--- src/rtl/bus_arbiter.sv ---
// bus_arbiter: two-master single-beat bus arbiter with bounded locking and read-data return
//
// Ports:
//   clk, reset (async, active-low)
//   m0_* / m1_*  : master request side (req, wr, addr, wdata, wmask, lock) and
//                  response side (gnt combinational, rvalid registered, rdata)
//   bus_*        : shared slave bus (addr, wdata, wmask, wr, rd strobes, rdata in)
//   LOCK_MAX     : longest run of locked cycles before a forced release (1..255)
//
// Configuration: define ARB_ROUND_ROBIN_EN for round-robin arbitration on
// simultaneous requests; otherwise master 0 has fixed priority.
module bus_arbiter #(
    parameter int LOCK_MAX = 16
) (
    input  logic        clk,
    input  logic        reset,
    input  logic        m0_req,
    input  logic        m0_wr,
    input  logic [31:0] m0_addr,
    input  logic [31:0] m0_wdata,
    input  logic [3:0]  m0_wmask,
    input  logic        m0_lock,
    input  logic        m1_req,
    input  logic        m1_wr,
    input  logic [31:0] m1_addr,
    input  logic [31:0] m1_wdata,
    input  logic [3:0]  m1_wmask,
    input  logic        m1_lock,
    output logic        m0_gnt,
    output logic        m1_gnt,
    output logic        m0_rvalid,
    output logic        m1_rvalid,
    output logic [31:0] m0_rdata,
    output logic [31:0] m1_rdata,
    output logic [31:0] bus_addr,
    output logic [31:0] bus_wdata,
    output logic [3:0]  bus_wmask,
    output logic        bus_wr,
    output logic        bus_rd,
    input  logic [31:0] bus_rdata
);
    localparam logic [1:0] OPEN  = 2'd0;
    localparam logic [1:0] LOCK0 = 2'd1;
    localparam logic [1:0] LOCK1 = 2'd2;
    localparam logic [7:0] LMAX  = 8'(LOCK_MAX);

    logic [1:0] state_q, state_d;
    logic [7:0] lock_cnt_q, lock_cnt_d;
    logic [1:0] starve_q, starve_d;
    logic [1:0] rvalid_q, rvalid_d;
    logic       open_st, pick1, held, expire, force_rel;
`ifdef ARB_ROUND_ROBIN_EN
    logic       last_q, last_d;
`endif

    assign m0_rvalid = rvalid_q[0];
    assign m1_rvalid = rvalid_q[1];
    assign m0_rdata  = bus_rdata;
    assign m1_rdata  = bus_rdata;

    always_comb begin
        open_st = (state_q != LOCK0) && (state_q != LOCK1);
        // pick1: winner when both request in OPEN; a starved master overrides priority
`ifdef ARB_ROUND_ROBIN_EN
        pick1 = starve_q[1] | (~starve_q[0] & ~last_q);
`else
        pick1 = starve_q[1];
`endif
        m0_gnt = reset & m0_req & ((state_q == LOCK0) | (open_st & ~(m1_req & pick1)));
        m1_gnt = reset & m1_req & ((state_q == LOCK1) | (open_st & ~(m0_req & ~pick1)));
        held      = (state_q == LOCK0) ? m0_lock : m1_lock;
        expire    = lock_cnt_q == LMAX;
        force_rel = ~open_st & held & expire;
        state_d    = OPEN;
        lock_cnt_d = '0;
        if (open_st) begin
            if (m0_gnt & m0_lock) begin
                state_d    = LOCK0;
                lock_cnt_d = 8'd1;
            end else if (m1_gnt & m1_lock) begin
                state_d    = LOCK1;
                lock_cnt_d = 8'd1;
            end
        end else if (held & ~expire) begin
            state_d    = state_q;
            lock_cnt_d = lock_cnt_q + 8'd1;
        end
        // starve[n] is raised when the other master's lock is cut off, and dropped
        // once master n is served or stops asking
        starve_d[0] = (force_rel & (state_q == LOCK1)) | (starve_q[0] & m0_req & ~m0_gnt);
        starve_d[1] = (force_rel & (state_q == LOCK0)) | (starve_q[1] & m1_req & ~m1_gnt);
        rvalid_d  = {m1_gnt & ~m1_wr, m0_gnt & ~m0_wr};
        bus_rd    = |rvalid_d;
        bus_wr    = (m0_gnt & m0_wr) | (m1_gnt & m1_wr);
        bus_addr  = m1_gnt ? m1_addr : m0_gnt ? m0_addr : '0;
        bus_wdata = m1_gnt ? m1_wdata : m0_gnt ? m0_wdata : '0;
        bus_wmask = ~bus_wr ? '0 : m1_gnt ? m1_wmask : m0_wmask;
`ifdef ARB_ROUND_ROBIN_EN
        last_d = m0_gnt ? 1'b0 : m1_gnt ? 1'b1 : last_q;
`endif
    end

    always_ff @(posedge clk or negedge reset) begin
        if (!reset) begin
            state_q    <= OPEN;
            lock_cnt_q <= '0;
            starve_q   <= '0;
            rvalid_q   <= '0;
`ifdef ARB_ROUND_ROBIN_EN
            last_q     <= 1'b1;
`endif
        end else begin
            state_q    <= state_d;
            lock_cnt_q <= lock_cnt_d;
            starve_q   <= starve_d;
            rvalid_q   <= rvalid_d;
`ifdef ARB_ROUND_ROBIN_EN
            last_q     <= last_d;
`endif
        end
    end
endmodule

--- config.mk ---
export PLATFORM = sky130hd
export DESIGN_NAME = bus_arbiter
export DESIGN_NICKNAME = d
export VERILOG_FILES = /design/src/rtl/bus_arbiter.sv
export SDC_FILE = /design/constraint.sdc
export NUM_CORES = 1
export LEC_CHECK = 0
export ABC_AREA = 1
export BUFFER_PORTS_ARGS = -buffer_cell sky130_fd_sc_hd__buf_2
export CORE_AREA = 2 2 121 123
export DETAILED_ROUTE_END_ITERATION = 10
export DIE_AREA = 0 0 123 125
export SYNTH_ARGS = -nofsm -noshare
export SYNTH_HDL_FRONTEND = slang
export SYNTH_SLANG_ARGS = --single-unit
--- constraint.sdc ---
create_clock -name clk -period 2.95 [get_ports clk]
set_input_delay 0.295 -clock clk [delete_from_list [all_inputs] [get_ports clk]]
set_output_delay 0.295 -clock clk [all_outputs]
set_load 0.01 [all_outputs]
# Yosys cells after proc, flatten, opt, wreduce, memory -nomap -nowiden
# Index checks and enable logic that the tools add are counted.
[op_classes]
mul = 0
n_eq_ne = 6
n_reduce_logical = 2
addsub = 1
bitwise = 36
n_div = 0
magnitude_cmp = 0
muxes = 15
n_shift = 0
[op_table]
columns = ["operator", "n"]
rows = [
  ["32-bit 2-to-1 mux", 4],
  ["1-bit AND", 22],
  ["8-bit 2-to-1 mux", 2],
  ["1-bit NOT", 9],
  ["8-bit by 1-bit adder with 8-bit output, second input constant", 1],
  ["8-bit by 5-bit == test with 1-bit output, second input constant", 1],
  ["2-bit 2-to-1 mux", 4],
  ["4-bit 2-to-1 mux", 2],
  ["1-bit bitwise OR", 5],
  ["2-bit inequality test, second input constant", 2],
  ["1-bit 2-to-1 mux", 3],
  ["2-bit by 1-bit == test with 1-bit output, second input constant", 1],
  ["2-bit == test, second input constant", 1],
  ["2-bit by 1-bit inequality test with 1-bit output, second input constant", 1],
  ["2-bit OR reduction", 1],
  ["1-bit logical AND", 1],
]
[word_totals]
ramBits = 0
wordCells = 64
mem_count = 0
regBits = 14
in_bits = 176
output_inout_bits = 138
latch_bits = 0
rom_bits = 0

# Depth between registers and ports, before layout
[depth]
word_depth = 10
mapped_depth = 10

# Worst setup path after synthesis
# Ideal clock, no wire load.
[synth_timing]
path_kind = "register -> output"
from = "register state_q[1]"
to = "output bus_wdata[10]"
path_buffers = 2
path_stages_with_launch = 10
path_slack_ns = 1.227
arrival_time_ns = 1.428
cell_sequence = "dfrtp_1 > ha_1 > nand2_1 > nand2_2 > nand2_4 > inv_4 > buf_8 > buf_8 > nand2_2 > nand2_1"
[synth_between]
elab_chain_len = 7
[synth_rtl]
columns = ["element", "line_no", "text"]
rows = [
  ["start, declared", "47", "logic [1:0] state_q, state_d;"],
  ["start signal, assigned", "113", "state_q <= state_d;"],
  ["2-bit by 1-bit inequality test with 1-bit output or 2-bit inequality test (tied branches)", "62", "open_st = (state_q != LOCK0) && (state_q != LOCK1);"],
  ["1-bit logical AND", "62", ""],
  ["1-bit AND", "69", "m0_gnt = reset & m0_req & ((state_q == LOCK0) | (open_st & ~(m1_req & pick1)));"],
  ["1-bit bitwise OR", "69", ""],
  ["1-bit AND", "69", ""],
  ["32-bit 2-to-1 mux", "96", "bus_wdata = m1_gnt ? m1_wdata : m0_gnt ? m0_wdata : '0;"],
  ["32-bit 2-to-1 mux (*)", "96", ""],
  ["end, declared", "36", "output logic [31:0] bus_wdata,"],
]
# Every way passes the cells marked *; elsewhere a longest branch is shown, timed or not.

# Worst setup path in the final report
[layout_timing]
from = "input reset"
to = "output bus_wmask[1]"
[layout_between]
elab_chain_len = 5
[layout_rtl]
columns = ["element", "line_no", "text"]
rows = [
  ["start, declared", "16", "input logic reset,"],
  ["1-bit AND, on equally long branches (2 in a row)", "69, 70", ""],
  ["1-bit AND", "94", "bus_wr = (m0_gnt & m0_wr) | (m1_gnt & m1_wr);"],
  ["1-bit bitwise OR", "94", ""],
  ["4-bit 2-to-1 mux (*)", "97", "bus_wmask = ~bus_wr ? '0 : m1_gnt ? m1_wmask : m0_wmask;"],
  ["end, declared", "37", "output logic [3:0] bus_wmask,"],
]
# Marks and branches as above.

==> impl_metrics.env <==
export IMPL_first_global_vias=2372
export IMPL_syn_avg_cell_area_um2=5.78
export IMPL_yosys_area_top_type="nand2_1"
export IMPL_worst_setup_path_type="in -> out"
export IMPL_ir_drop_mv=0.152
export IMPL_post_drt_via_cell_ratio=3.99
export IMPL_std_cell_rows=44
export IMPL_critPathMaxFanout=70
export IMPL_async_flop_share_pct=100
export IMPL_antenna_left=0
export IMPL_dp_worst_setup_slack_ns=0.602
export IMPL_reg2reg_from="state_q[0]$_DFFE_PN0P_"
export IMPL_ys_warn_count=0
export IMPL_chipHeight_um=125
export IMPL_slowest_stage="buf_4"
export IMPL_numCtsBuffers=3
export IMPL_gp_congestion=0.772
export IMPL_routed_wl_mm=8.45
export IMPL_max_cap_violations=0
export IMPL_reg2regPathDepth=7
export IMPL_vias=2870
export IMPL_hold_class="in -> reg"
export IMPL_finalCriticalPeriod_ns=2.67
export IMPL_synthCells=397
export IMPL_nets=717
export IMPL_synth_yosys_seq_area_share_pct=14.2
export IMPL_cp_required_ns=2.65
export IMPL_hold_ws_ns=0.235
export IMPL_wl_per_cell_um=11.7
export IMPL_post_route_drc_count=0
export IMPL_holdPathStages=2
export IMPL_final_setup_skew_ns=0.00181
export IMPL_clkTransAtPathRegs_ns=0.05
export IMPL_setup_ws_ns=0.282
export IMPL_ys_ff_latch=13
export IMPL_cts_setup_buffers=0
export IMPL_synth_top_area_share_pct=24.5
export IMPL_slowest_delay_ns=0.55
export IMPL_drtIter0Drc=92
export IMPL_cts_sink_count=13
export IMPL_area_delta_synth_final_pct=34.5
export IMPL_io_pins=314
export IMPL_drive_gt1_share_pct=44.2
export IMPL_io_buffers=217
export IMPL_tritoncts="yes"
export IMPL_endpoint="bus_wmask[1]"
export IMPL_setup_viol=0
export IMPL_outcome="completed"
export IMPL_dr_pass1_iters=4
export IMPL_cp_start_kind="input port"
export IMPL_crit_path_frequent_cell="nand2_1"
export IMPL_grt_max_degree=71
export IMPL_dieArea_um2=15400
export IMPL_synth_area_um2=2300
export IMPL_yosysMostFrequentCell="nand2_1"
export IMPL_h_tree_depth=1
export IMPL_antenna_cells=0
export IMPL_drv_slew=0
export IMPL_synth_edff_count=0
export IMPL_synthTopCellsByCount="nand2_1, nand3_1, buf_4"
export IMPL_track_usage_pct=9.83
export IMPL_worst_pin_slew_ns=0.763
export IMPL_overflow=0
export IMPL_dp_hpwl_mm=6.55
export IMPL_finalHoldViolations=0
export IMPL_clockBufferDepth=2
export IMPL_root_buffer="clkbuf_16"
export IMPL_r2r_end="rvalid_q[1]$_DFF_PN0_"
export IMPL_synth_ff_type="dfrtp_1"
export IMPL_p_leak_nw=2.02
export IMPL_rsz0062_at_grt="false"
export IMPL_syn_nets=577
export IMPL_crit_start="reset"
export IMPL_final_period_utilization_pct=90.4
export IMPL_max_freq_mhz=375
export IMPL_clk_latency_ns=0.24
export IMPL_fin_tns_setup_ns=0
export IMPL_grt_pass1_wl_mm=11.8
export IMPL_ys_types=22
export IMPL_powerDensity_nw_per_um2=262
export IMPL_synth_area_leaders="nand2_1, buf_4, nand3_1, dfrtp_1, inv_1"
export IMPL_path_cells="dlygate4sd3_1 > buf_2 > nand2_1 > inv_2 > nand2_4 > buf_4 > nand2_1 > nand2_1 > nand2_1 > inv_1 > buf_2"
export IMPL_antenna_found_initial=0
export IMPL_end_kind="output port"
export IMPL_maxSlewHeadroom_pct=49.2
export IMPL_r2r_setup_slack_ns=1.12
export IMPL_initial_utilization_pct=16.2
export IMPL_critPathArrivalTime_ns=2.37
export IMPL_die_width_um=123
export IMPL_core_area_um2=14200
metrics by stage:
step / cell area (um2) / total power, mW / util (%) / std cells
6_report: 3090 / 0.808 / 21.7 / 720
5_1_grt: 3090 / 0.875 / 21.7 / 720
4_1_cts: 3090 / 0.824 / 21.7 / 720
3_5_place_dp: 3000 / 0.554 / 21.1 / 715
3_3_place_gp: 3000 / 0.554 / 21.1 / 715
2_1_floorplan: 2300 / 0.462 / - / 397
registers in the layout, summed over array words and instances, names as in the netlist:
signal	count
lock_cnt_q	8
rvalid_q	2
starve_q	1
state_q	2
layer usage:
layer  up-vias  GRT usage [%]  part of all wire, %
met2       175           17.9                   49
li1       1463              -                    -
met5         -              0                    0
met1      1197           10.6                   38
met3        35           2.42                   10
met4         0           4.14                  3.6
kinds of logic after synthesis:
group           share of synthesized area, %
buf+inv                                 32.4
flops                                   14.2
simple gates                            48.8
compound gates                          1.74
fa+ha+maj                               2.18
xor+xnor                               0.763
worst min path at each step:
stage	from	endpoint	slack, ns
5_1_grt	m0_wr	rvalid_q[0]$_DFF_PN0_	0.25
2_1_floorplan	reset	lock_cnt_q[0]$_DFF_PN0_	-0.0006
3_3_place_gp	reset	rvalid_q[1]$_DFF_PN0_	0.21
6_report	m0_wr	rvalid_q[0]$_DFF_PN0_	0.23
3_5_place_dp	reset	rvalid_q[1]$_DFF_PN0_	0.21
4_1_cts	m0_wr	rvalid_q[0]$_DFF_PN0_	0.23
what timing repair did:
item	CTS	global route
gates resized for setup	0	1
hold buffers	1	0
endpoints found under the setup margin	0	1
hold endpoints to repair	13	0
critical path: cells and delay by family:
family | cells | cell delay [ns]
buffers and inverters | 6 | 1.56
AND/OR/NAND/NOR | 5 | 0.44
layout make-up:
cell class	count	area, um2
Clock buffer	4	78.8
Fill cell	1649	11100
Inverter	26	103
Multi-Input combinational cell	273	1230
Sequential cell	13	325
Tap cell	184	230
Timing Repair Buffer	220	1120
placed cells by master, fill, tap and decap left out:
cell | netlist | routed
buf_2 | 13 | 217
nand2_1 | 150 | 150
nand3_1 | 80 | 80
inv_1 | 23 | 23
nor2_1 | 13 | 13
dfrtp_1 | 13 | 13
nand2_2 | 11 | 11
ha_1 | 4 | 4
nor3_1 | 3 | 3
clkbuf_16 | 0 | 3
o21ai_0 | 2 | 2
inv_2 | 2 | 2
a31oi_1 | 2 | 2
nand4_1 | 2 | 2
o22ai_1 | 2 | 2
xnor2_1 | 1 | 1
nand2_4 | 1 | 1
inv_6 | 0 | 1
a21oi_1 | 1 | 1
xor2_1 | 1 | 1
clkbuf_1 | 0 | 1
dlygate4sd3_1 | 0 | 1
buf_12 | 0 | 1
buf_4 | 64 | 1
where the power goes:
part	internal, mW	switching (mW)	total [mW]
Clock	0.182	0.0768	0.259
Sequential	0.183	0.00279	0.186
Combinational	0.159	0.203	0.362
Note: power is estimated with default switching activity, not from simulation.
